===== config.mk =====
export PLATFORM = sky130hd
export DESIGN_NAME = shift_sub_divider_flat
export DESIGN_NICKNAME = d
export VERILOG_FILES = /design/src/rtl/shift_sub_divider_if.sv /design/src/rtl/shift_sub_divider.sv /design/src/flat_wrapper.sv
export SDC_FILE = /design/constraint.sdc
export NUM_CORES = 1
export LEC_CHECK = 0
export BUFFER_PORTS_ARGS = -buffer_cell sky130_fd_sc_hd__buf_2
export CORE_ASPECT_RATIO = 0.75
export CORE_MARGIN = 2
export CORE_UTILIZATION = 40
export DETAILED_ROUTE_END_ITERATION = 12
export PLACE_DENSITY = 0.68
export SETUP_SLACK_MARGIN = 0.3
export SYNTH_ARGS = -nofsm -noshare
export SYNTH_HDL_FRONTEND = slang
export SYNTH_SLANG_ARGS = --single-unit

===== constraint.sdc =====
create_clock -name clk -period 3.9 [get_ports clk]
set_input_delay 0.975 -clock clk [delete_from_list [all_inputs] [get_ports clk]]
set_output_delay 0.975 -clock clk [all_outputs]
set_load 0.02 [all_outputs]

===== src/rtl/shift_sub_divider_if.sv =====
// ============================================================================
// shift_sub_divider_if : operand/result handshake bundle for shift_sub_divider
// Rev 1.0
// ============================================================================
`default_nettype none

interface shift_sub_divider_if #(
    parameter int WIDTH_N = 64,
    parameter int WIDTH_D = 32
);
    logic               iValid_Data;
    logic               iAck;
    logic [WIDTH_N-1:0] iDividend;
    logic [WIDTH_D-1:0] iDivisor;
    logic               oBusy;
    logic               oDone;
    logic [WIDTH_N-1:0] oQuotient;
    logic [WIDTH_D-1:0] oRemainder;
    logic               oDivZero;

    modport master (
        output iValid_Data, iAck, iDividend, iDivisor,
        input  oBusy, oDone, oQuotient, oRemainder, oDivZero
    );

    modport slave (
        input  iValid_Data, iAck, iDividend, iDivisor,
        output oBusy, oDone, oQuotient, oRemainder, oDivZero
    );
endinterface

`default_nettype wire


===== src/rtl/shift_sub_divider.sv =====
// ============================================================================
// shift_sub_divider : restoring shift-subtract unsigned divider, 1 bit/clock.
// Optional macro DIVIDER_DIVZERO_CHECK_EN: zero divisor skips RUN, flags oDivZero.
// Rev 1.0
// ============================================================================
`default_nettype none

module shift_sub_divider #(
    parameter int WIDTH_N = 64,
    parameter int WIDTH_D = 32
) (
    input  wire logic          clk,
    input  wire logic          rst_n,
    shift_sub_divider_if.slave bus
);
    localparam int CW = $clog2(WIDTH_N + 1);

    typedef enum logic [1:0] {
        S_IDLE    = 2'd0,
        S_RUN     = 2'd1,
        S_DONE    = 2'd2,
        S_RELEASE = 2'd3
    } state_t;

    state_t             r_state;
    state_t             w_next;
    logic               w_start;
    logic               w_last;
    logic               w_zero_skip;

    logic [WIDTH_N-1:0] r_q;
    logic [WIDTH_D:0]   r_rem;
    logic [WIDTH_D-1:0] r_div;
    logic [CW-1:0]      r_cnt;
    logic               r_busy;
    logic               r_done;
    logic [WIDTH_N-1:0] r_quot_out;
    logic [WIDTH_D-1:0] r_rem_out;

    logic [WIDTH_D:0]   w_shift;
    logic [WIDTH_D:0]   w_sub;
    logic               w_ge;
    logic [WIDTH_N-1:0] w_q_next;
    logic [WIDTH_D:0]   w_rem_next;
    logic               w_unused;

    // One restoring step: bring in the next dividend bit, subtract if it fits.
    assign w_shift    = {r_rem[WIDTH_D-1:0], r_q[WIDTH_N-1]};
    assign w_ge       = (w_shift >= {1'b0, r_div});
    assign w_sub      = w_shift - {1'b0, r_div};
    assign w_q_next   = {r_q[WIDTH_N-2:0], w_ge};
    assign w_rem_next = w_ge ? w_sub : w_shift;
    assign w_unused   = r_rem[WIDTH_D];

    always_ff @(posedge clk or negedge rst_n) begin
        if (!rst_n) begin
            r_state <= S_IDLE;
        end else begin
            r_state <= w_next;
        end
    end

    always_comb begin
        w_next      = r_state;
        w_start     = 1'b0;
        w_last      = 1'b0;
        w_zero_skip = 1'b0;
        case (r_state)
            S_IDLE: begin
                if (bus.iValid_Data) begin
                    w_start = 1'b1;
                    w_next  = S_RUN;
`ifdef DIVIDER_DIVZERO_CHECK_EN
                    if (bus.iDivisor == '0) begin
                        w_zero_skip = 1'b1;
                        w_next      = S_DONE;
                    end
`endif
                end
            end
            S_RUN: begin
                if (r_cnt == CW'(1)) begin
                    w_last = 1'b1;
                    w_next = S_DONE;
                end
            end
            S_DONE: begin
                if (bus.iAck) begin
                    w_next = S_RELEASE;
                end
            end
            S_RELEASE: begin
                // Both low required so a held iValid_Data cannot retrigger.
                if (!bus.iValid_Data && !bus.iAck) begin
                    w_next = S_IDLE;
                end
            end
            default: w_next = S_IDLE;
        endcase
    end

    always_ff @(posedge clk or negedge rst_n) begin
        if (!rst_n) begin
            r_q        <= '0;
            r_rem      <= '0;
            r_div      <= '0;
            r_cnt      <= '0;
            r_busy     <= 1'b0;
            r_done     <= 1'b0;
            r_quot_out <= '0;
            r_rem_out  <= '0;
        end else begin
            r_busy <= (w_next == S_RUN);
            r_done <= (w_next == S_DONE);
            if (w_start) begin
                r_q   <= bus.iDividend;
                r_div <= bus.iDivisor;
                r_rem <= '0;
                r_cnt <= CW'(WIDTH_N);
            end else if (r_state == S_RUN) begin
                r_q   <= w_q_next;
                r_rem <= w_rem_next;
                r_cnt <= r_cnt - CW'(1);
            end
            // Result registers change only when a new result lands.
            if (w_last) begin
                r_quot_out <= w_q_next;
                r_rem_out  <= w_rem_next[WIDTH_D-1:0];
            end else if (w_zero_skip) begin
                r_quot_out <= '1;
                r_rem_out  <= bus.iDividend[WIDTH_D-1:0];
            end
        end
    end

`ifdef DIVIDER_DIVZERO_CHECK_EN
    logic r_divzero;

    always_ff @(posedge clk or negedge rst_n) begin
        if (!rst_n) begin
            r_divzero <= 1'b0;
        end else if (w_start) begin
            r_divzero <= w_zero_skip;
        end
    end

    assign bus.oDivZero = r_divzero;
`else
    assign bus.oDivZero = 1'b0;
`endif

    assign bus.oBusy      = r_busy;
    assign bus.oDone      = r_done;
    assign bus.oQuotient  = r_quot_out;
    assign bus.oRemainder = r_rem_out;

endmodule

`default_nettype wire


===== src/flat_wrapper.sv =====
// flat-port wrapper written by rule: the top's interface ports become plain ports
module shift_sub_divider_flat 
#(
    parameter int WIDTH_N = 64,
    parameter int WIDTH_D = 32
)
  (clk, rst_n, bus_iValid_Data, bus_iAck, bus_iDividend, bus_iDivisor, bus_oBusy, bus_oDone, bus_oQuotient, bus_oRemainder, bus_oDivZero);
  shift_sub_divider_if #(.WIDTH_N(WIDTH_N), .WIDTH_D(WIDTH_D)) bus_i ();
  input  wire logic clk;
  input  wire logic rst_n;
  input wire logic [$bits(bus_i.iValid_Data)-1:0] bus_iValid_Data;
  input wire logic [$bits(bus_i.iAck)-1:0] bus_iAck;
  input wire logic [$bits(bus_i.iDividend)-1:0] bus_iDividend;
  input wire logic [$bits(bus_i.iDivisor)-1:0] bus_iDivisor;
  output wire logic [$bits(bus_i.oBusy)-1:0] bus_oBusy;
  output wire logic [$bits(bus_i.oDone)-1:0] bus_oDone;
  output wire logic [$bits(bus_i.oQuotient)-1:0] bus_oQuotient;
  output wire logic [$bits(bus_i.oRemainder)-1:0] bus_oRemainder;
  output wire logic [$bits(bus_i.oDivZero)-1:0] bus_oDivZero;
  assign bus_i.iValid_Data = bus_iValid_Data;
  assign bus_i.iAck = bus_iAck;
  assign bus_i.iDividend = bus_iDividend;
  assign bus_i.iDivisor = bus_iDivisor;
  assign bus_oBusy = bus_i.oBusy;
  assign bus_oDone = bus_i.oDone;
  assign bus_oQuotient = bus_i.oQuotient;
  assign bus_oRemainder = bus_i.oRemainder;
  assign bus_oDivZero = bus_i.oDivZero;
  shift_sub_divider #(.WIDTH_N(WIDTH_N), .WIDTH_D(WIDTH_D)) u_core (.clk(clk), .rst_n(rst_n), .bus(bus_i));
endmodule

==> summary.txt <==
status - finished clean
core footprint - 27300 sq um
Total Power - 0.0143 W
Buffers on Ports - 197
RD Place Congestion - 0.872
Max Cap Viol - 0
asr flop ratio synth - 1.00
diode count - 0
GRT met3 Usage - 0.0353
CTS max path bufs - 3
area delta synth->final - 20.7%
storage element area - 5880 sq um
Rows - 52
H-Tree Depth - 1
antenna violations before repair - 0
Leakage - 6.55 nW
CP required - 4.33 ns
first-pass GRT wire length - 48200 microns
Power per Cell Area - 1060 nW/um^2
Multi-input gate area - 4910 sq um
switch share - 0.435
unrepaired setup endpoints after global routing - false
maximum VDD drop - 0.397 mV
Max Slew Vio Count - 0
die height - 149 microns
worst-skew pair later-pin latency - 0.53 ns
Mapped Nets - 1237
Total Wirelength - 30000 microns
Max Clock Skew - 0.0167 ns
Core Util, Final - 0.495
TritonCTS clock tree - done
register area share after synthesis - 0.525
Max Freq - 0.304 GHz
relative slew slack - 0.461
Ys Warns - 0
clock slew at reported path FFs - 0.07 ns
wire per inst - 18.2 microns
data arrival time of the worst path - 3.73 ns
Psw - 0.00620 W
cts bufs inserted - 26
vias in the first global route - 8750
Mapped Cells - 1102
die area - 29400 sq um
Ports - 199
period utilization - 0.844
worst slew pin tran - 0.808 ns
remaining antenna violation count - 0
setup TNS - 0 ns
GRT Max-Usage Layer - met1
via count - 8970
clock sinks - 235
DRC errors left - 0
Post-synth EDFFs - 0
Tmin final - 3.29 ns
number of vias per cell - 5.44
Top FF cell, synth - dfrtp_1
Hold WC Path Type - primary input to async pin
Inst Count DP - 1600
final setup fails - 0
kind of critical path - register to register
Mapped Area - 11200 sq um
grt ovf - 0
CP Launch Type - register
syn_area_per_cell - 10.2 sq um
Post-CTS Resized - 0
fin cells - 1650
met2 GRT Util - 0.300
share of post-route cells with drive strength above 1 - 0.261
die width - 197 microns
Yosys reg bits - 235
P_int - 0.00806 W
smallest hold slack - 0.428 ns
CP max FO - 7
fillers - 2506
GRT Overall Usage - 0.204
Synth cell types - 62
combinational power share - 0.514
dpl hpwl - 20600 microns
clock share of power - 0.187
initial core utilization - 0.411
Hold Vio Cnt, Final - 0
Clock Tree Root - clkbuf_16
Seq pwr share - 0.299
Pre-antenna DRT Iters - 5
DR iter-0 viols - 622
final net count - 1414
routing usage on met1 - 0.314
Setup crit end kind - register
largest net degree at the start of global routing - 81
placed cells by master (no fill, tap or decap), types with 27 or more instances in the layout:
master and n:
dfrtp_1 233, buf_2 196, mux2i_1 27, a22oi_1 65, o21ai_0 129, nand3_1 35, clkbuf_16 27, a21oi_1 58
ha_1 34, mux2_2 65, nor2_1 56, nand2_1 131, inv_1 41
logic make-up (layout without fill, tap and decap cells):
family,Yosys count,count (layout),share of synthesized area
AO/OA/AOI/OAI,340,340,0.183
AND/OR/NAND/NOR,269,269,0.105
flip-flops,235,235,0.525
buffers and inverters,107,304,0.0385
multiplexers,92,92,0.0895
adder cells (fa/ha/maj),35,35,0.0398
XOR/XNOR,23,23,0.0180
other,1,1,0.000335
sequential cells by signal (all words and copies together), names as in the netlist:
| signal | cells |
|---|---|
| u_core.bus.oBusy | 1 |
| u_core.bus.oDone | 1 |
| u_core.bus.oQuotient | 64 |
| u_core.bus.oRemainder | 32 |
| u_core.r_cnt | 7 |
| u_core.r_div | 32 |
| u_core.r_q | 64 |
| u_core.r_rem | 32 |
| u_core.r_state | 2 |
power by group through the flow:
stage          combinational, W  sequential, W  clock (W)
2_1_floorplan           0.00483        0.00460          0
3_5_place_dp            0.00725        0.00428          0
5_1_grt                 0.00817        0.00440    0.00283
6_report                0.00733        0.00426    0.00267
3_3_place_gp            0.00710        0.00425          0
4_1_cts                 0.00729        0.00425    0.00273
area by class of cell:
type / instances / share of cell area
Clock buffer: 33 / 0.0539
Clock inverter: 15 / 0.0153
Inverter: 41 / 0.0114
Multi-Input combinational cell: 760 / 0.364
Sequential cell: 235 / 0.436
Tap cell: 351 / 0.0325
Timing Repair Buffer: 215 / 0.0874
worst max-delay path: stages (launching register included):
cell	delay, ns
dfrtp_1	0.42
ha_1	0.35
and3_1	0.22
a22oi_1	0.27
o2bb2ai_1	0.11
o21ai_0	0.30
nand2_1	0.14
a21oi_1	0.50
o21a_2	0.36
mux2_2	0.37
o21ai_0	0.14
synthesized netlist by cell type, types with 6 or more instances:
master / instances / area, sq um
xor2_1: 9 / 78.8
mux2i_1: 27 / 270
mux2_2: 65 / 732
nand3_1: 35 / 175
and3_1: 9 / 56.3
dfrtp_1: 235 / 5880
clkbuf_1: 54 / 203
inv_1: 41 / 154
o21ai_0: 129 / 646
o21a_1: 7 / 52.6
a21oi_1: 58 / 290
ha_1: 34 / 425
nand2_1: 132 / 495
nor2_1: 56 / 210
o21ai_1: 26 / 130
a21o_1: 14 / 105
xnor2_1: 14 / 123
nor2b_1: 7 / 43.8
nand4_1: 6 / 37.5
a22oi_1: 65 / 488
repair_timing:
item / CTS / global route
buffers inserted: 0 / 2
setup endpoints to repair: 0 / 31
hold buffers: 0 / 0
stage by stage:
step | instance area, sq um | worst slack (ns)
finish | 13500 | 0.609
global route | 13500 | 0.425
CTS | 13500 | 0.476
detailed placement | 12600 | 0.505
global placement | 12600 | 0.656
floorplan | 11200 | 1.15
metal layers:
layer / wire, microns / share of wire
met2: 12900 / 0.43
met4: 666 / 0.022
met1: 14800 / 0.49
met5: 0 / 0
met3: 1630 / 0.054
path summary, 6_finish.rpt:
path                                      start              end  slack (ns)  cells past startpoint
worst min register to register   u_core.r_q[63]   u_core.r_q[63]        0.48                      2
max in group asynchronous                 rst_n   u_core.r_q[23]        2.61                      2
min in group clk                 u_core.r_q[63]   u_core.r_q[63]        0.48                      2
worst max register to register  u_core.r_rem[6]  u_core.r_rem[0]        0.61                     10
worst min-delay path                      rst_n   u_core.r_q[40]        0.43                      1
worst max-delay path            u_core.r_rem[6]  u_core.r_rem[0]        0.61                     10
Power figures use the tool's default switching activity.
